`config.mk`:
```
export PLATFORM = sky130hd
export DESIGN_NAME = fifo_uart_tx
export DESIGN_NICKNAME = d
export VERILOG_FILES = /design/src/rtl/fifo_uart_pkg.sv /design/src/rtl/fifo_uart_tx_baud.sv /design/src/rtl/fifo_uart_tx.sv
export SDC_FILE = /design/constraint.sdc
export NUM_CORES = 1
export LEC_CHECK = 0
export ABC_CLOCK_PERIOD_IN_PS = 5200
export CAP_MARGIN = 5
export CORE_ASPECT_RATIO = 0.6
export CORE_MARGIN = 2
export CORE_UTILIZATION = 57
export DETAILED_ROUTE_END_ITERATION = 8
export GPL_ROUTABILITY_DRIVEN = 0
export PLACE_DENSITY = 0.88
export RECOVER_POWER = 50
export SYNTH_ARGS = -nofsm -noshare
export SYNTH_HDL_FRONTEND = slang
export SYNTH_SLANG_ARGS = --single-unit
```
`constraint.sdc`:
```
create_clock -name clk -period 5.2 [get_ports clk]
set_clock_uncertainty 0.05 [all_clocks]
set_input_delay 1.04 -clock clk [delete_from_list [all_inputs] [get_ports clk]]
set_output_delay 1.04 -clock clk [all_outputs]
set_load 0.05 [all_outputs]
```
`src/rtl/fifo_uart_pkg.sv`:
```
// Shared constants and state encoding for the FIFO-fed UART transmitter.
package fifo_uart_pkg;

   localparam int unsigned DEF_DATA_WIDTH   = 32;
   localparam int unsigned DEF_CLKS_PER_BIT = 16;
   localparam int unsigned BITS_PER_BYTE    = 8;

   typedef enum logic [2:0] {
      IDLE    = 3'd0,
      READ    = 3'd1,
      CAPTURE = 3'd2,
      START   = 3'd3,
      DATA    = 3'd4,
      STOP    = 3'd5
   } state_t;

endpackage

```
`src/rtl/fifo_uart_tx_baud.sv`:
```
// Per-bit tick generator: counts 0..CLKS_PER_BIT-1 and wraps; tick_c marks the last cycle of a bit.
module uart_baud_tick
   import fifo_uart_pkg::*;
#(
   parameter int unsigned CLKS_PER_BIT = DEF_CLKS_PER_BIT
) (
   input  logic clk,
   input  logic rst_n,
   input  logic clear,
   output logic tick_c
);

   localparam int unsigned CNT_W = $clog2(CLKS_PER_BIT);

   logic [CNT_W-1:0] cnt;

   assign tick_c = (cnt == CNT_W'(CLKS_PER_BIT - 1));

   always_ff @(posedge clk or negedge rst_n) begin
      if (!rst_n) begin
         cnt <= '0;
      end else if (clear || tick_c) begin
         cnt <= '0;
      end else begin
         cnt <= cnt + CNT_W'(1);
      end
   end

endmodule

```
`src/rtl/fifo_uart_tx.sv`:
```
// Pulls words from a synchronous FIFO and serialises them byte 0 first as 8N1 UART frames.
module fifo_uart_tx
   import fifo_uart_pkg::*;
#(
   parameter int unsigned DATA_WIDTH   = DEF_DATA_WIDTH,
   parameter int unsigned CLKS_PER_BIT = DEF_CLKS_PER_BIT
) (
   input  logic                  clk,
   input  logic                  rst_n,
   input  logic                  fifo_empty,
   input  logic [DATA_WIDTH-1:0] fifo_data,
   output logic                  fifo_cs,
   output logic                  fifo_rd_en,
   output logic                  tx,
   output logic                  busy
);

   localparam int unsigned NUM_BYTES = DATA_WIDTH / BITS_PER_BYTE;
   localparam int unsigned BYTE_W    = (NUM_BYTES > 1) ? $clog2(NUM_BYTES) : 1;
   localparam int unsigned BIT_W     = $clog2(BITS_PER_BYTE);

   state_t                   state, state_next;
   logic [BIT_W-1:0]         bit_idx, bit_next;
   logic [BYTE_W-1:0]        byte_idx, byte_next;
   logic [DATA_WIDTH-1:0]    word, word_next;
   logic                     tx_next, busy_next, rd_next;
   logic                     tick_c, tick_clear_c;
   logic [BITS_PER_BYTE-1:0] cur_byte_c;

   uart_baud_tick #(.CLKS_PER_BIT(CLKS_PER_BIT)) u_baud (
      .clk    (clk),
      .rst_n  (rst_n),
      .clear  (tick_clear_c),
      .tick_c (tick_c)
   );

   always_ff @(posedge clk or negedge rst_n) begin
      if (!rst_n) begin
         state      <= IDLE;
         bit_idx    <= '0;
         byte_idx   <= '0;
         word       <= '0;
         tx         <= 1'b1;
         busy       <= 1'b0;
         fifo_cs    <= 1'b0;
         fifo_rd_en <= 1'b0;
      end else begin
         state      <= state_next;
         bit_idx    <= bit_next;
         byte_idx   <= byte_next;
         word       <= word_next;
         tx         <= tx_next;
         busy       <= busy_next;
         fifo_cs    <= rd_next;
         fifo_rd_en <= rd_next;
      end
   end

   // Next state and counters; outputs are derived from the next state so they register cleanly.
   always_comb begin
      state_next   = state;
      bit_next     = bit_idx;
      byte_next    = byte_idx;
      word_next    = word;
      cur_byte_c   = '0;
      tx_next      = 1'b1;
      busy_next    = 1'b0;
      rd_next      = 1'b0;
      tick_clear_c = 1'b0;

      case (state)
         IDLE: begin
            if (!fifo_empty) state_next = READ;
         end
         READ: begin
            state_next = CAPTURE;
         end
         CAPTURE: begin
            word_next  = fifo_data;
            byte_next  = '0;
            bit_next   = '0;
            state_next = START;
         end
         START: begin
            if (tick_c) begin
               bit_next   = '0;
               state_next = DATA;
            end
         end
         DATA: begin
            if (tick_c) begin
               if (bit_idx == BIT_W'(BITS_PER_BYTE - 1)) state_next = STOP;
               else                                      bit_next   = bit_idx + BIT_W'(1);
            end
         end
         STOP: begin
            // fifo_empty is only consulted here, at the end of the last byte
            if (tick_c) begin
               if (byte_idx != BYTE_W'(NUM_BYTES - 1)) begin
                  byte_next  = byte_idx + BYTE_W'(1);
                  state_next = START;
               end else if (!fifo_empty) begin
                  state_next = READ;
               end else begin
                  state_next = IDLE;
               end
            end
         end
         default: state_next = IDLE;
      endcase

      for (int unsigned i = 0; i < NUM_BYTES; i++) begin
         if (byte_next == BYTE_W'(i)) cur_byte_c = word_next[i*BITS_PER_BYTE +: BITS_PER_BYTE];
      end

      case (state_next)
         START:   tx_next = 1'b0;
         DATA:    tx_next = cur_byte_c[bit_next];
         default: tx_next = 1'b1;
      endcase

      busy_next    = (state_next != IDLE);
      rd_next      = (state_next == READ);
      tick_clear_c = (state_next == START) ? (state != START) : !(state_next inside {DATA, STOP});
   end

endmodule

```
== Word level (Yosys, flattened, before mapping) ==
Index checks and enable logic that the tools add are counted.

* Input bits: 35
* Register bits after elaboration: 47
* Output and inout bits: 4
* Logic and storage cells: 59

* $add $sub $neg: 3
* Magnitude comparators: 1
* Reduce and logical (&&, ||, !) cells: 6
* Muxes and demuxes: 25
* Equality and inequality tests: 16

{| class="wikitable"
|+ Operators by type and width
! operator !! count
|-
| 2-to-1 mux 32 bit || 1
|-
| 2-to-1 mux 8 bit || 4
|-
| 2-to-1 mux 3 bit || 8
|-
| one-hot mux 3 bit (6 select lines) || 1
|-
| equality test 3 bit, second input constant || 5
|-
| equality test 3 x 2 -> 1 bit, second input constant || 3
|-
| one-hot mux 3 bit (3 select lines) || 1
|-
| equality test 3 x 1 -> 1 bit, second input constant || 2
|-
| 2-to-1 mux 2 bit || 3
|-
| adder 4 x 1 -> 4 bit, second input constant || 1
|-
| equality test 2 bit, second input constant || 2
|-
| equality test 4 bit, second input constant || 1
|-
| < comparator 3 x 4 -> 1 bit, second input constant || 1
|-
| 2-to-1 mux 4 bit || 1
|-
| one-hot mux 2 bit (2 select lines) || 1
|-
| adder 3 x 1 -> 3 bit, second input constant || 1
|-
| binary-select mux 1 bit (select 3 bit) || 1
|-
| zero test 3 bit || 1
|-
| 2-to-1 mux 1 bit || 3
|-
| inequality test 3 x 2 -> 1 bit, second input constant || 1
|-
| nonzero test 3 bit || 1
|-
| adder 2 x 1 -> 2 bit, second input constant || 1
|-
| equality test 2 x 1 -> 1 bit, second input constant || 1
|-
| zero test 2 bit || 1
|-
| 5 further kinds || 5
|}

== Logic depth before layout (Yosys ltp) ==
Gate-level depths: netlist (run 1).

* Word-level depth: 12
* Gate-level depth with buffers: 11
* Depth with buffers taken out: 9

== By module ==
A second synthesis (run 1) with hierarchy kept.

* Cell total of the unflattened synthesis: 224
* Area total of the unflattened synthesis: 2379.8 um2

{| class="wikitable"
|+ By module, submodules not included
! module !! instances !! area each (um2) !! cells an instance !! seq. area each (um2)
|-
| fifo_uart_tx || 1 || 2208.4 || 211 || 1077.3
|-
| uart_baud_tick || 1 || 171.4 || 13 || 100.1
|}

== Worst setup path after synthesis (run 1) ==
OpenSTA, ideal clock, no wires.

* Path type: register -> register
* Start point: reg state[2]
* End point: reg tx
* Path slack: 2.771 ns
* Buffers on the path: 2
* Cell stages (with the launch flop): 10
* Required time: 5.062 ns
* Arrival time: 2.291 ns
* Setup time: 0.088 ns
* Clock period less this slack: 2.429 ns
* Cells stage by stage: dfrtp_1 buf_4 nor3b_4 buf_6 mux2_2 a32o_1 a2111oi_2 nor4_1 nor4_1 a21oi_1

* Elaborated cells on any way between the ends: 28
* Those cells by class: 10 x eq/ne; 16 x mux; 2 x reduce/logical

{| class="wikitable"
|+ RTL lines
! element !! RTL line !! source
|-
| start, declared || fifo_uart_tx.sv:22 || <nowiki>state_t state, state_next;</nowiki>
|-
| start signal, assigned || fifo_uart_tx.sv:48 || <nowiki>state <= state_next;</nowiki>
|-
| equality test 3 x 2 -> 1 bit || fifo_uart_tx.sv:71 || <nowiki>case (state)</nowiki>
|-
| 2-to-1 mux 32 bit || fifo_uart_tx.sv:71 ||
|-
| net word_next[6] || fifo_uart_tx.sv:25 || <nowiki>logic [DATA_WIDTH-1:0] word, word_next;</nowiki>
|-
| 2-to-1 mux 8 bit (4 in series) || fifo_uart_tx.sv:113 || <nowiki>if (byte_next == BYTE_W'(i)) cur_byte_c = word_next[i*BITS_PER_BYTE +: BITS_PER_BYTE];</nowiki>
|-
| binary-select mux 1 bit (select 3 bit) || fifo_uart_tx.sv:118 || <nowiki>DATA: tx_next = cur_byte_c[bit_next];</nowiki>
|-
| 2-to-1 mux 1 bit (not written as such) || fifo_uart_tx.sv:118 ||
|-
| one-hot mux 1 bit (2 select lines) || fifo_uart_tx.sv:116 || <nowiki>case (state_next)</nowiki>
|-
| net tx_next || fifo_uart_tx.sv:26 || <nowiki>logic tx_next, busy_next, rd_next;</nowiki>
|-
| end signal, assigned || fifo_uart_tx.sv:52 || <nowiki>tx <= tx_next;</nowiki>
|-
| end, declared || fifo_uart_tx.sv:14 || <nowiki>output logic tx,</nowiki>
|}

The timed path passes the listed nets, and every way through them passes these cells. The select of a mux whose other input is x is not followed.

== Final worst setup path (run 1) ==
* Start point: reg state[0]
* End point: reg tx

* Cells in the longest elaborated chain, start to end: 10
* Elaborated cells on any way between the ends: 28
* Those cells by class: 10 x eq/ne; 16 x mux; 2 x reduce/logical

{| class="wikitable"
|+ Ends and longest elaborated chain
! element !! RTL line
|-
| equality test 3 bit / equality test 3 x 2 -> 1 bit (equally long branches) || fifo_uart_tx.sv:71
|-
| one-hot mux 2 bit (2 select lines) || fifo_uart_tx.sv:71
|-
| zero test 2 bit || fifo_uart_tx.sv:113
|-
| 2-to-1 mux 8 bit (4 in series) || fifo_uart_tx.sv:113
|-
| binary-select mux 1 bit (select 3 bit) || fifo_uart_tx.sv:118
|-
| 2-to-1 mux 1 bit (not written as such) || fifo_uart_tx.sv:118
|-
| one-hot mux 1 bit (2 select lines) (*) || fifo_uart_tx.sv:116
|-
| net tx_next || fifo_uart_tx.sv:26
|}

Mark *: on every way through the listed nets, which the timed path passes. The rest lies on a longest branch. The select of a mux whose other input is x is not followed.

==> results of run 1 <==
## cells by family (layout without fill, tap and decap cells)
family                     count (synthesis)  count (layout)  share of synthesized area
muxes                                     15              15                     0.0683
AOI/OAI and AO/OA                         47              47                      0.148
and+or+nand+nor                          118             118                      0.238
adders and majority gates                  2               2                     0.0103
buffers and inverters                     22              54                     0.0447
xor gates and xnor gates                   2               2                    0.00720
DFF                                       47              47                      0.484
## layout make-up
class / count / area (um^2) / area share
clock buffers: 5 / 68.8 / 0.0238
flip-flops and latches: 47 / 1180 / 0.408
repair buffers: 39 / 378 / 0.131
multi-input cells: 184 / 1150 / 0.398
inverters: 7 / 26.3 / 0.00909
well taps: 60 / 75.1 / 0.0260
clock inverters: 3 / 15.0 / 0.00520
## worst register-to-register path, delay by kind of cell (launching register included)
family / cells / cell delay, ns
flip-flops: 1 / 0.56
AND/OR/NAND/NOR: 3 / 0.64
buffers and inverters: 1 / 1.11
AO/OA/AOI/OAI: 4 / 1.33
## flip-flops by register name (all words and copies together), names as in the netlist
name	flops
bit_idx	3
fifo_rd_en	1
tx	1
state	3
word	32
busy	1
u_baud.cnt	4
byte_idx	2
## worst paths after layout
| check | end | startpoint | slack [ns] | cells past startpoint |
|---|---|---|---|---|
| worst max-delay path | tx | state[0] | 1.44 | 8 |
| worst min-delay path | u_baud.cnt[0] | u_baud.cnt[0] | 0.41 | 1 |
| worst max register to register | tx | state[0] | 1.44 | 8 |
| worst min register to register | u_baud.cnt[0] | u_baud.cnt[0] | 0.41 | 1 |
| max in group asynchronous | word[2] | rst_n | 2.29 | 1 |
| min in group asynchronous | u_baud.cnt[0] | rst_n | 1.43 | 1 |
## metrics by stage
stage | setup WS (ns) | hold slack, ns
after CTS | 2.27 | 0.419
after global placement | 2.28 | 0.399
after detailed placement | 2.22 | 0.404
after global routing | 1.14 | 0.446
after floorplan | 2.77 | 0.382
final | 1.44 | 0.414
## cells in the final DEF, fill, tap and decap left out, drive strengths merged, types with 2 or more instances in the layout
cell           netlist  layout
mux2i                2       2
a21oi                6       6
o21ai                7       7
a31o                 2       2
ha                   2       2
mux2                13      13
o22ai                4       4
clkdlybuf4s50        0      37
dfrtp               46      46
nor3                 2       2
nor4                 5       5
nand3                4       4
clkbuf               6       7
nor3b                4       4
nand2b               3       3
nand2               71      71
and3                 3       3
a21o                 2       2
a221oi               2       2
nand4                4       4
a311o                2       2
a22o                 2       2
and4                 2       2
clkinv               0       3
nor2                 7       7
a2111oi              2       2
o311ai               2       2
nor2b                6       6
inv                  7       7
a32o                 2       2
## power by group through the flow
| stage | logic, mW | clock network [mW] | registers [mW] |
|---|---|---|---|
| finish | 0.473 | 0.209 | 0.577 |
| floorplan | 0.347 | 0 | 0.578 |
| global route | 0.524 | 0.229 | 0.593 |
| detailed placement | 0.478 | 0 | 0.582 |
| CTS | 0.481 | 0.211 | 0.576 |
| global placement | 0.460 | 0 | 0.576 |
## metal layers
layer | up-vias | GRT usage | part of all wire | routed length [um]
met5 | - | 0 | 0 | 0
met4 | 0 | 0.0707 | 0.016 | 93
met2 | 109 | 0.366 | 0.41 | 2330
met1 | 970 | 0.372 | 0.48 | 2740
met3 | 14 | 0.0814 | 0.10 | 579
li1 | 966 | - | - | -
==> out/metrics.sh, run 1 <==
CRIT_FAMILY='compound AO/OA/AOI/OAI gates'
PWR-SHARE-SEQ=0.458
SYNTH-SEQ-CELLS=47
FIRST_GLOBAL_VIAS=1849
TRITONCTS='built'
FINAL.PERIOD_UTILIZATION=0.724
WORST-PATH-MAX-FANOUT=34
WORST_EP_REQUIRED_TIME_NS=5.37
DETAILROUTE.VIA_COUNT=2059
DETAIL_ROUTE.VIAS_PER_CELL=5.97
GRT_START_MAX_NET_PINS=48
H-TREE-DEPTH=2
VIOLATIONS_IN_THE_FINAL_REPORTS='max-capacitance violations, max-slew violations'
CP_COMMON_CELL='sky130_fd_sc_hd__nor4_1'
CTSLONGESTPATHBUFFERS=2
NUMBER_OF_ENABLE_TYPE_REGISTER_CELLS_IN_THE_SYNTHESIZED_NETLIST=0
RSZ0062_AT_GRT='no'
TOTAL_POWER_mW=1.26
FLOORPLAN.INITIALDENSITY=0.594
CLOCKROOTBUFFER='sky130_fd_sc_hd__clkbuf_8'
DIEAREA_UM2=4830
MAXIMUM_IR_DROP_ON_THE_VDD_RAIL_uV=181
COREAREA_UM2=4100
CLK_SLEW_ON_WORST_S_H_PATHS_NS=0.08
CRIT_CHAIN='nor3b_4 > clkbuf_1 > o22ai_1 > a32o_1 > a2111oi_2 > nor4_1 > nor4_1 > a21oi_1'
YOSYS.CELL_COUNT.TOP_TYPE='sky130_fd_sc_hd__nand2_1'
DRT-TOTAL-WL_MM=5.74
AVGROUTEDWIREPERCELL_UM=16.6
DPL.CELL_COUNT=337
SYNTHTOPCELLSBYAREA='sky130_fd_sc_hd__dfrtp_1, sky130_fd_sc_hd__nand2_1, sky130_fd_sc_hd__mux2_2'
CP_SLOWEST_CELL='sky130_fd_sc_hd__clkbuf_1'
PLACE_HPWL_MM=4.10
GRT_PASS1_WL_MM=8.92
POSTCTSRESIZEDCELLS=0
WORST_HOLD_PATH_TYPE='register to register'
SLOWEST_DELAY_NS=1.11
SYNTH.YOSYS.WARNINGS=0
SEQ_AREA_FRAC_SYNTH=0.484
NUMCTSBUFFERS=5
CORE.ROWCOUNT=18
P_PER_AREA_nW_PER_UM2=436
POST-SYNTH-TOP-AREA-CELL='sky130_fd_sc_hd__dfrtp_1'
TIMING.SETUP.TNS_NS=0
WORST-SETUP-PATH-TYPE='register to register'
SYNTHESIS.NETS=290
SWSHARE=0.354
FINISH.CELL_COUNT_WITHOUT_FILLERS=345
FLOORPLAN.DIE.HEIGHT_UM=54.6
TOP_LEVEL_PORTS=39
INITIALDRTVIOLATIONCOUNT=259
SIGNAL_ARRIVAL_TIME_AT_THE_WORST_ENDPOINT_NS=3.93
ASYNCSETRESETFLOPFRACSYNTH=1.00
POWER.SHARE.CLOCK=0.166
POST_SYNTH_MOST_FREQUENT_CELLS='sky130_fd_sc_hd__nand2_1, sky130_fd_sc_hd__dfrtp_1, sky130_fd_sc_hd__mux2_2'
FINISH.NET_COUNT=321
DRIVE_GT1_FRAC=0.0842
UTILIZATION=0.705
COMB_POWER_SHARE=0.376
OUTCOME='finished, violations left'
MAXSLEWHEADROOM=-0.617
SYNTH_TOP_CELL_AREA_SHARE=0.473
CTS.SINK_COUNT=47
MAXCAPVIOLCOUNT=2
CP_NUM_BUF_INV=1
FINISH.INSTANCE_AREA_UM2=2890
CTS_SETUP_BUFFERS=0
N_ANTENNA_CELL=0
INTERNAL_POWER_mW=0.814
INSERTION_DELAY_NS=0.30
DRC=0
HOLD_BUFFERS=0
OVERFLOW=0
N_FILL_CELL=329
PLACEMENT.IO_BUFFERS=38
FINAL-HOLD-VIOLATION-COUNT=0
PLACEMENT.CELL_AREA_UM2=2810
STATIC-LEAKAGE-POWER_nW=1.26
POSTROUTEANTENNANETS=0
ANTENNA_FOUND_INITIAL=0
DETAILEDROUTE.FIRSTPASSITERATIONCOUNT=4
AVERAGE_SIZE_OF_A_MAPPED_CELL_UM2=9.62
YS_DOMINANT_REG_CELL='sky130_fd_sc_hd__dfrtp_1'
GLOBAL_ROUTE.USAGE.TOTAL=0.254
TIGHTEST_SLEW_NS=2.43
ACHIEVABLE-FREQUENCY_MHz=266
CP-END-KIND='register'
AREA.GROWTH.SYNTH_TO_FINAL_PCT=18.7
SYNTH.LIB_CELLS_USED.DISTINCT=59
SYN_INST=253
FINALSETUPVIOLCOUNT=0
MIN_PERIOD_NS=3.76
POWER_SWITCHING_mW=0.446
MAX_SLEW_VIOLATION_COUNT=83
DIE-WIDTH_UM=88.4
NETLIST_AREA_UM2=2430
CRIT_PATH_START_KIND='register'
(Power assumes the default switching activity.)
==> inputs of run 2 (changes only) <==
--- a/config.mk
+++ b/config.mk
@@ -5,14 +5,14 @@
 export SDC_FILE = /design/constraint.sdc
 export NUM_CORES = 1
 export LEC_CHECK = 0
-export ABC_CLOCK_PERIOD_IN_PS = 5200
+export ABC_CLOCK_PERIOD_IN_PS = 3500
 export CAP_MARGIN = 5
 export CORE_ASPECT_RATIO = 0.6
 export CORE_MARGIN = 2
-export CORE_UTILIZATION = 57
+export CORE_UTILIZATION = 53
 export DETAILED_ROUTE_END_ITERATION = 8
 export GPL_ROUTABILITY_DRIVEN = 0
-export PLACE_DENSITY = 0.88
+export PLACE_DENSITY = 0.83
 export RECOVER_POWER = 50
 export SYNTH_ARGS = -nofsm -noshare
 export SYNTH_HDL_FRONTEND = slang
==> constraint.sdc (replaced) <==
create_clock -name clk -period 3.5 [get_ports clk]
set_clock_uncertainty 0.05 [all_clocks]
set_input_delay 0.7 -clock clk [delete_from_list [all_inputs] [get_ports clk]]
set_output_delay 0.7 -clock clk [all_outputs]
set_load 0.05 [all_outputs]
==> run 2 against run 1 <==
The run still ends with max-capacitance violations, max-slew violations left. Combinational power increased by 53%. Cell count grew 1.7%. Critical endpoint unchanged. Hold slack better by 0.0012 ns. Die area rose by 7.1%. Register-to-register slack got worse by 0.83 ns. Critical path depth down 1. Clock power rose by 96%. Final area grew 2.2%. Maximum frequency increased by 30%. Largest power group unchanged. Sequential power up 48%. Highest routed layer unchanged. Utilization decreased by 4.8 points.
==> out/metrics.sh, run 2 (same netlist as run 1, synthesis figures left out) <==
DETAIL_ROUTE.VIAS_PER_CELL=5.76
DIEAREA_UM2=5170
CORE.ROWCOUNT=19
PLACE_HPWL_MM=4.15
WORST-SETUP-PATH-TYPE='register to register'
CRIT_PATH_START_KIND='register'
MAXIMUM_IR_DROP_ON_THE_VDD_RAIL_uV=310
WORST-PATH-MAX-FANOUT=15
TRITONCTS='built'
FINALSETUPVIOLCOUNT=0
FINISH.CELL_COUNT_WITHOUT_FILLERS=351
DRIVE_GT1_FRAC=0.118
AVGROUTEDWIREPERCELL_UM=16.1
N_FILL_CELL=367
TIMING.SETUP.TNS_NS=0
DRT-TOTAL-WL_MM=5.65
GLOBAL_ROUTE.USAGE.TOTAL=0.233
FLOORPLAN.DIE.HEIGHT_UM=56.5
CTS_SETUP_BUFFERS=0
PWR-SHARE-SEQ=0.430
COMB_POWER_SHARE=0.364
LARGEST_REGISTERS='word (32), u_baud.cnt (4)'
LARGEST_REG_FLOPS=32
MIN_PERIOD_NS=2.89
DRC=0
CRIT_CHAIN='or3b_1 > a32oi_1 > a311o_1 > o311ai_0 > a31o_2 > a311o_1 > a21oi_1'
SIGNAL_ARRIVAL_TIME_AT_THE_WORST_ENDPOINT_NS=3.07
HOLD_BUFFERS=0
SWSHARE=0.336
PLACEMENT.CELL_AREA_UM2=2840
INTERNAL_POWER_mW=1.32
MAX_SLEW_VIOLATION_COUNT=48
LARGEST_REGISTER='word'
P_PER_AREA_nW_PER_UM2=674
SETUP_SLACK_NS=0.611
PRE_CTS_WS_NS=0.589
DPL.CELL_COUNT=343
NUMCTSBUFFERS=5
SLOWEST_DELAY_NS=0.69
FLOORPLAN.INITIALDENSITY=0.542
OVERFLOW=0
MAXSLEWHEADROOM=-0.580
VIOLATIONS_IN_THE_FINAL_REPORTS='max-capacitance violations, max-slew violations'
CP_COMMON_CELL='sky130_fd_sc_hd__a311o_1'
FINAL.PERIOD_UTILIZATION=0.826
CRIT_FAMILY='compound AO/OA/AOI/OAI gates'
FIRST_GLOBAL_VIAS=1901
CTSLONGESTPATHBUFFERS=2
GRT_PASS1_WL_MM=9.37
CLOCKROOTBUFFER='sky130_fd_sc_hd__clkbuf_8'
WORST_HOLD_PATH_TYPE='register to register'
DIE-WIDTH_UM=91.5
CP_SLOWEST_CELL='sky130_fd_sc_hd__or3b_1'
MAXCAPVIOLCOUNT=1
FINAL_COMMON_CELL='sky130_fd_sc_hd__nand2_1'
OUTCOME='finished, violations left'
POSTROUTEANTENNANETS=0
CTS.SINK_COUNT=47
CLK_SLEW_ON_WORST_S_H_PATHS_NS=0.08
DETAILROUTE.VIA_COUNT=2021
INSERTION_DELAY_NS=0.30
GRT_START_MAX_NET_PINS=48
ANTENNA_FOUND_INITIAL=0
UTILIZATION=0.657
STATIC-LEAKAGE-POWER_nW=1.29
FINISH.NET_COUNT=324
FINISH.INSTANCE_AREA_UM2=2950
ACHIEVABLE-FREQUENCY_MHz=346
WORST_EP_REQUIRED_TIME_NS=3.68
INITIALDRTVIOLATIONCOUNT=251
POWER.SHARE.CLOCK=0.206
CP_NUM_BUF_INV=0
AREA.GROWTH.SYNTH_TO_FINAL_PCT=21.3
N_ANTENNA_CELL=0
POWER_SWITCHING_mW=0.668
TOP_LEVEL_PORTS=39
H-TREE-DEPTH=2
DETAILEDROUTE.FIRSTPASSITERATIONCOUNT=8
CP-END-KIND='register'
POSTCTSRESIZEDCELLS=0
TIGHTEST_SLEW_NS=2.37
FINAL-HOLD-VIOLATION-COUNT=0
COREAREA_UM2=4490
MOSTFREQUENTLAYOUTCELLS='sky130_fd_sc_hd__nand2_1, sky130_fd_sc_hd__dfrtp_1, sky130_fd_sc_hd__clkdlybuf4s50_1'
PLACEMENT.IO_BUFFERS=38
RSZ0062_AT_GRT='no'
==> run 2: path summary, 6_finish.rpt <==
check	from	endpoint	slack, ns	depth (start not counted)
worst max-delay path	state[0]	tx	0.61	7
worst min-delay path	u_baud.cnt[0]	u_baud.cnt[0]	0.41	1
worst min register to register	u_baud.cnt[0]	u_baud.cnt[0]	0.41	1
max in group asynchronous	rst_n	u_baud.cnt[1]	1.00	1
min in group asynchronous	rst_n	bit_idx[0]	1.07	1
worst max register to register	state[0]	tx	0.61	7
==> run 2: area by class of cell <==
cell class / instances / area, um^2 / share of cell area
flip-flops and latches: 47 / 1180 / 0.399
well taps: 63 / 78.8 / 0.0267
repair buffers: 42 / 404 / 0.137
clock buffers: 6 / 82.6 / 0.0280
inverters: 7 / 26.3 / 0.00890
clock inverters: 2 / 35.0 / 0.0119
multi-input cells: 184 / 1150 / 0.389
==> run 2: power groups by stage <==
stage | Clock, mW | Combinational [mW] | Sequential (mW)
floorplan | 0 | 0.515 | 0.858
global placement | 0 | 0.699 | 0.854
detailed placement | 0 | 0.720 | 0.866
CTS | 0.410 | 0.724 | 0.855
global route | 0.432 | 0.803 | 0.881
finish | 0.410 | 0.725 | 0.856
==> run 2: stage by stage <==
| step | hold slack [ns] | power [mW] |
|---|---|---|
| 2_1_floorplan | 0.354 | 1.37 |
| 3_3_place_gp | 0.394 | 1.55 |
| 3_5_place_dp | 0.407 | 1.59 |
| 4_1_cts | 0.418 | 1.99 |
| 5_1_grt | 0.437 | 2.12 |
| 6_report | 0.415 | 1.99 |
==> run 2: layer usage <==
metal | vias up | GRT usage | wire length [um]
met1 | 948 | 0.364 | 2770
met5 | - | 0 | 0
met4 | 0 | 0.0476 | 14
li1 | 968 | - | -
met3 | 4 | 0.0577 | 495
met2 | 101 | 0.328 | 2370
==> inputs of run 3 (changes only) <==
--- a/config.mk
+++ b/config.mk
@@ -5,7 +5,7 @@
 export SDC_FILE = /design/constraint.sdc
 export NUM_CORES = 1
 export LEC_CHECK = 0
-export ABC_CLOCK_PERIOD_IN_PS = 3500
+export ABC_CLOCK_PERIOD_IN_PS = 2700
 export CAP_MARGIN = 5
 export CORE_ASPECT_RATIO = 0.6
 export CORE_MARGIN = 2
==> constraint.sdc (replaced) <==
create_clock -name clk -period 2.7 [get_ports clk]
set_clock_uncertainty 0.05 [all_clocks]
set_input_delay 0.54 -clock clk [delete_from_list [all_inputs] [get_ports clk]]
set_output_delay 0.54 -clock clk [all_outputs]
set_load 0.05 [all_outputs]
==> run 3 against run 2 <==
The run now ends clean. Hold slack improved by 0.0021 ns. Largest cell class unchanged. Sequential power increased by 29%. First-iteration DRC count increased by 23%. Critical path type unchanged. Flip-flop and latch count unchanged. Die area unchanged. Clock-buffer cell count unchanged. Maximum frequency increased by 13%. Worst setup slack got worse by 0.46 ns. Highest routed layer unchanged. Largest power group unchanged. Via count increased by 5.2%. Sequential share of layout area decreased by 1.3 points.
==> out/metrics.sh, run 3 (same netlist as run 1, synthesis figures left out) <==
TOP_LEVEL_PORTS=39
ANTENNA_FOUND_INITIAL=0
PLACE_HPWL_MM=4.41
OUTCOME='complete, no violations'
FINALHOLDWORSTSLACK_NS=0.417
WORST-SETUP-PATH-TYPE='register to register'
STATIC-LEAKAGE-POWER_nW=1.34
FLOORPLAN.DIE.HEIGHT_UM=56.5
MAXSLEWHEADROOM=0.256
CTS.SINK_COUNT=47
FLOORPLAN.INITIALDENSITY=0.542
PLACEMENT.IO_BUFFERS=38
LARGEST_REGISTERS='word (32), u_baud.cnt (4)'
UTILIZATION=0.679
COREAREA_UM2=4490
FLIP_FLOP_AND_LATCH_AREA_UM2=1180
N_ANTENNA_CELL=0
OVERFLOW=0
WORST_HOLD_PATH_TYPE='register to register'
FINAL_COMMON_CELL='sky130_fd_sc_hd__nand2_1'
P_PER_AREA_nW_PER_UM2=862
CTSLONGESTPATHBUFFERS=2
NUMCTSBUFFERS=5
HOLD_BUFFERS=0
DETAIL_ROUTE.VIAS_PER_CELL=5.88
DRC=0
WORST_EP_REQUIRED_TIME_NS=2.89
FIRST_GLOBAL_VIAS=1961
AVGROUTEDWIREPERCELL_UM=16.7
LARGEST_REGISTER='word'
MAX_SLEW_VIOLATION_COUNT=0
DRT-TOTAL-WL_MM=6.03
FINAL-HOLD-VIOLATION-COUNT=0
CRIT_PATH_START_KIND='register'
MIN_PERIOD_NS=2.55
GRT_PASS1_WL_MM=9.98
MAXIMUM_IR_DROP_ON_THE_VDD_RAIL_uV=542
DETAILROUTE.VIA_COUNT=2127
CLOCKROOTBUFFER='sky130_fd_sc_hd__clkbuf_8'
MOSTFREQUENTLAYOUTCELLS='sky130_fd_sc_hd__nand2_1, sky130_fd_sc_hd__dfrtp_1, sky130_fd_sc_hd__clkdlybuf4s50_1'
CLK_SLEW_ON_WORST_S_H_PATHS_NS=0.09
POSTROUTEANTENNANETS=0
AREA.GROWTH.SYNTH_TO_FINAL_PCT=25.3
WORST-PATH-MAX-FANOUT=5
DIE-WIDTH_UM=91.5
INSERTION_DELAY_NS=0.30
GRT_START_MAX_NET_PINS=48
TIGHTEST_SLEW_NS=1.12
CORE.ROWCOUNT=19
ACHIEVABLE-FREQUENCY_MHz=392
H-TREE-DEPTH=2
GLOBAL_ROUTE.USAGE.TOTAL=0.252
FINAL.PERIOD_UTILIZATION=0.944
DIEAREA_UM2=5170
INITIALDRTVIOLATIONCOUNT=308
N_FILL_CELL=348
MAXCAPVIOLCOUNT=0
FINALSETUPVIOLCOUNT=0
LARGEST_REG_FLOPS=32
RSZ0062_AT_GRT='no'
DRIVE_GT1_FRAC=0.157
MULTI_INPUT_AREA_UM2=1160
DETAILEDROUTE.FIRSTPASSITERATIONCOUNT=5
TRITONCTS='built'
FINISH.NET_COUNT=335
CP-END-KIND='register'
TIMING.SETUP.TNS_NS=0
SIGNAL_ARRIVAL_TIME_AT_THE_WORST_ENDPOINT_NS=2.74
==> run 3: worst paths after layout <==
| path | start | to | slack [ns] | cells past startpoint |
|---|---|---|---|---|
| worst max-delay path | bit_idx[0] | tx | 0.15 | 9 |
| worst min-delay path | u_baud.cnt[0] | u_baud.cnt[0] | 0.42 | 1 |
| worst max register to register | bit_idx[0] | tx | 0.15 | 9 |
| worst min register to register | u_baud.cnt[0] | u_baud.cnt[0] | 0.42 | 1 |
| max in group asynchronous | rst_n | state[2] | 1.39 | 2 |
| min in group asynchronous | rst_n | bit_idx[0] | 0.47 | 2 |
==> run 3: final cells by class <==
type                    instances  area share
clock buffers                   6      0.0271
clock inverters                 2      0.0115
inverters                       7     0.00861
multi-input cells             184       0.379
flip-flops and latches         47       0.386
well taps                      63      0.0258
repair buffers                 53       0.162
==> run 3: layer usage <==
| layer | global-route usage | wire [um] |
|---|---|---|
| met4 | 0.0671 | 88 |
| met1 | 0.374 | 2830 |
| met3 | 0.0591 | 506 |
| met2 | 0.374 | 2610 |
| met5 | 0 | 0 |
==> run 3: timing repair <==
action,CTS,global route
buffers inserted,0,2
setup endpoints to repair,0,1
resized for setup,0,4
==> run 3: metrics by stage <==
stage	total power [mW]	setup WS (ns)	area, um^2	cells
finish	2.63	0.150	3050	362
detailed placement	2.10	0.0636	2920	352
global placement	2.06	0.187	2920	352
CTS	2.63	0.0415	3030	360
floorplan	1.78	0.271	2430	253
global route	2.79	0.00164	3050	362
==> run 3: critical path: stages (launching register included) <==
cell and delay, ns:
sky130_fd_sc_hd__dfrtp_1 0.44, sky130_fd_sc_hd__ha_1 0.25, sky130_fd_sc_hd__and2_1 0.20, sky130_fd_sc_hd__o311a_1 0.34, sky130_fd_sc_hd__nor3_4 0.23, sky130_fd_sc_hd__buf_4 0.18
sky130_fd_sc_hd__mux2i_1 0.09, sky130_fd_sc_hd__o221a_1 0.25, sky130_fd_sc_hd__a311o_1 0.31, sky130_fd_sc_hd__a21oi_1 0.14
==> run 3: where the power goes <==
| part | total, mW | internal, mW | switching (mW) |
|---|---|---|---|
| registers | 1.10 | 0.989 | 0.108 |
| clock network | 0.533 | 0.300 | 0.234 |
| logic | 1.00 | 0.448 | 0.553 |
| total | 2.63 | 1.74 | 0.895 |
==> variant (settings of run 3) <==
Put one more register stage on the output `tx`, without a reset. The value now appears one clock later. The other outputs are not delayed to match.
--- a/src/rtl/fifo_uart_tx.sv
+++ b/src/rtl/fifo_uart_tx.sv
@@ -20,2 +20,4 @@
    localparam int unsigned BIT_W     = $clog2(BITS_PER_BYTE);
+
+   logic tx_s0;
 
@@ -42,3 +44,3 @@
          word       <= '0;
-         tx         <= 1'b1;
+         tx_s0      <= 1'b1;
          busy       <= 1'b0;
@@ -51,3 +53,3 @@
          word       <= word_next;
-         tx         <= tx_next;
+         tx_s0      <= tx_next;
          busy       <= busy_next;
@@ -126,2 +128,6 @@
 
+   always_ff @(posedge clk) begin
+      tx <= tx_s0;
+   end
+
 endmodule
Check against the original RTL: not equivalent (Yosys sat finds a counterexample within 4 cycles, from zero or initial values and one cycle with rst_n low).
==> variant against run 3 <==
- synthesized area increased by 0.82%
- global-route usage decreased by 0.30 points
- total power increased by 1.3%
- utilization increased by 0.92 points
- non-clock buffer count increased by 5
- maximum frequency decreased by 1.5%
- count of clock-buffer cells in the layout decreased by 1
- sequential cell count increased by 1
- wire length decreased by 0.78%
- critical path depth decreased by 1
- first-iteration DRC count decreased by 29%
- worst setup slack got worse by 0.039 ns
- final area increased by 1.9%
- critical path type unchanged
- highest routed layer unchanged
==> variant: results (changes against run 3) <==
status=finished clean; number of global-route vias before repair=1977 (+0.82%); post-DP HPWL=4.41 mm (+0.16%); Total GRT Usage=0.249 (-0.00303); maximum vdd drop=0.505 mV (-6.9%); Netlist cell types=60 (+1.7%); met3 usage in global routing=0.0617 (+0.00268); HP Class=in2async; M1 GR Usage=0.381 (+0.00772); synth top area cells=dfrtp_1 (47%), nand2_1 (11%), mux2_2 (6.0%), nor2b_1 (1.5%), o21ai_0 (1.4%); DR iter-0 viols=220 (-29%); Async SR Flop Fraction=0.979 (-0.0208); Pleak=0.00136 uW (+1.6%); met2 usage=0.352 (-0.0221); R2R Path End=tx_s0; Reg2Reg Setup Slack=0.11 ns (-0.04 ns); fin cells=368 (+1.7%); Final nets=341 (+1.8%); Slew @ Worst Pin=1.05 ns (-0.0660 ns); Critical path destination=tx_s0; DR WL/cell=16.3 um (-2.4%); Worst-Skew Late Latency=0.31 ns; sequential fraction of the synthesis area=0.488 (+0.00421); CP Max Fanout=9 (+4); vias=2134 (+0.33%); Post-Syn Nets=291 (+0.34%); Worst path max stage delay=0.49 ns (+0.05 ns); hold_ws=0.340 ns (-0.0766 ns); fillcell total=363 (+4.3%); share of cells above drive strength 1=0.170 (+0.0133); largest net degree at the start of global routing=20 (-58%); min Tclk post-route=2.59 ns (+0.0389 ns); Crit. Startpoint=state[1]; average size of a mapped cell=9.66 sq um (+0.43%); critical path arrival=2.78 ns (+0.04 ns); first-pass GRT wire length=9.94 mm (-0.35%); FF-to-FF path depth=8 (-1); grt total ovfl=0 (unchanged); Synth top cells by count=nand2_1 (71), dfrtp_1 (46), mux2_2 (13); placed cells=354 (+0.57%)
## variant: cell count changes after synthesis
cell,before,now
dfxtp_1,0,1
## variant: layout make-up
class / instances / share of cell area
Multi-Input combinational cell: 184 / 0.373
Timing Repair Buffer: 58 / 0.170
Sequential cell: 48 / 0.386
Clock inverter: 3 / 0.0153
Clock buffer: 5 / 0.0221
Tap cell: 63 / 0.0254
Inverter: 7 / 0.00845
## variant: worst register-to-register path, delay by kind of cell, from the launching register on
kind            cells  cell delay [ns]
flops               1             0.49
compound gates      4             1.16
simple gates        2             0.56
mux                 1             0.08
buf+inv             1             0.18
## variant: how the worst min path moves through the flow
| stage | from | cells after the start | to |
|---|---|---|---|
| after floorplan | rst_n | 0 | bit_idx[0] |
| after global placement | tx_s0 | 0 | tx |
| after detailed placement | tx_s0 | 0 | tx |
| after CTS | rst_n | 1 | bit_idx[1] |
| after global routing | tx_s0 | 0 | tx |
| final | rst_n | 1 | bit_idx[1] |
## variant: logic make-up (layout without fill, tap and decap cells)
logic type / count (synthesis) / in the layout / share of synthesized area
AO/OA/AOI/OAI: 47 / 47 / 0.147
buffers and inverters: 22 / 73 / 0.0443
adder cells (fa/ha/maj): 2 / 2 / 0.0102
flip-flops: 48 / 48 / 0.488
multiplexers: 15 / 15 / 0.0678
AND/OR/NAND/NOR: 118 / 118 / 0.236
XOR/XNOR: 2 / 2 / 0.00714
## variant: metrics by stage
stage	setup slack [ns]	cell area, sq um	total power, uW	util
6_report	0.111	3110	2670	0.688
5_1_grt	0.00896	3110	2850	0.688
4_1_cts	0.0743	3080	2660	0.683
3_5_place_dp	0.00493	2940	2120	0.652
3_3_place_gp	0.123	2940	2070	0.652
2_1_floorplan	0.271	2450	1800	-
## variant: metal layers
metal | wire, um | up-vias
li1 | - | 1006
met1 | 2880 | 973
met2 | 2380 | 144
met3 | 633 | 11
met4 | 93 | 0
met5 | 0 | -
## variant: timing repair
item | CTS | global route
cloned | 0 | 0
resized for setup | 0 | 6
endpoints found under the setup margin | 1 | 1
hold buffers | 0 | 0
buffers inserted | 3 | 3
pin swaps | 1 | 1
## variant: power by group
part / internal [uW] / switching, uW / total [uW]
clock: 279 / 253 / 532
sequential: 1010 / 113 / 1120
combinational: 474 / 539 / 1010
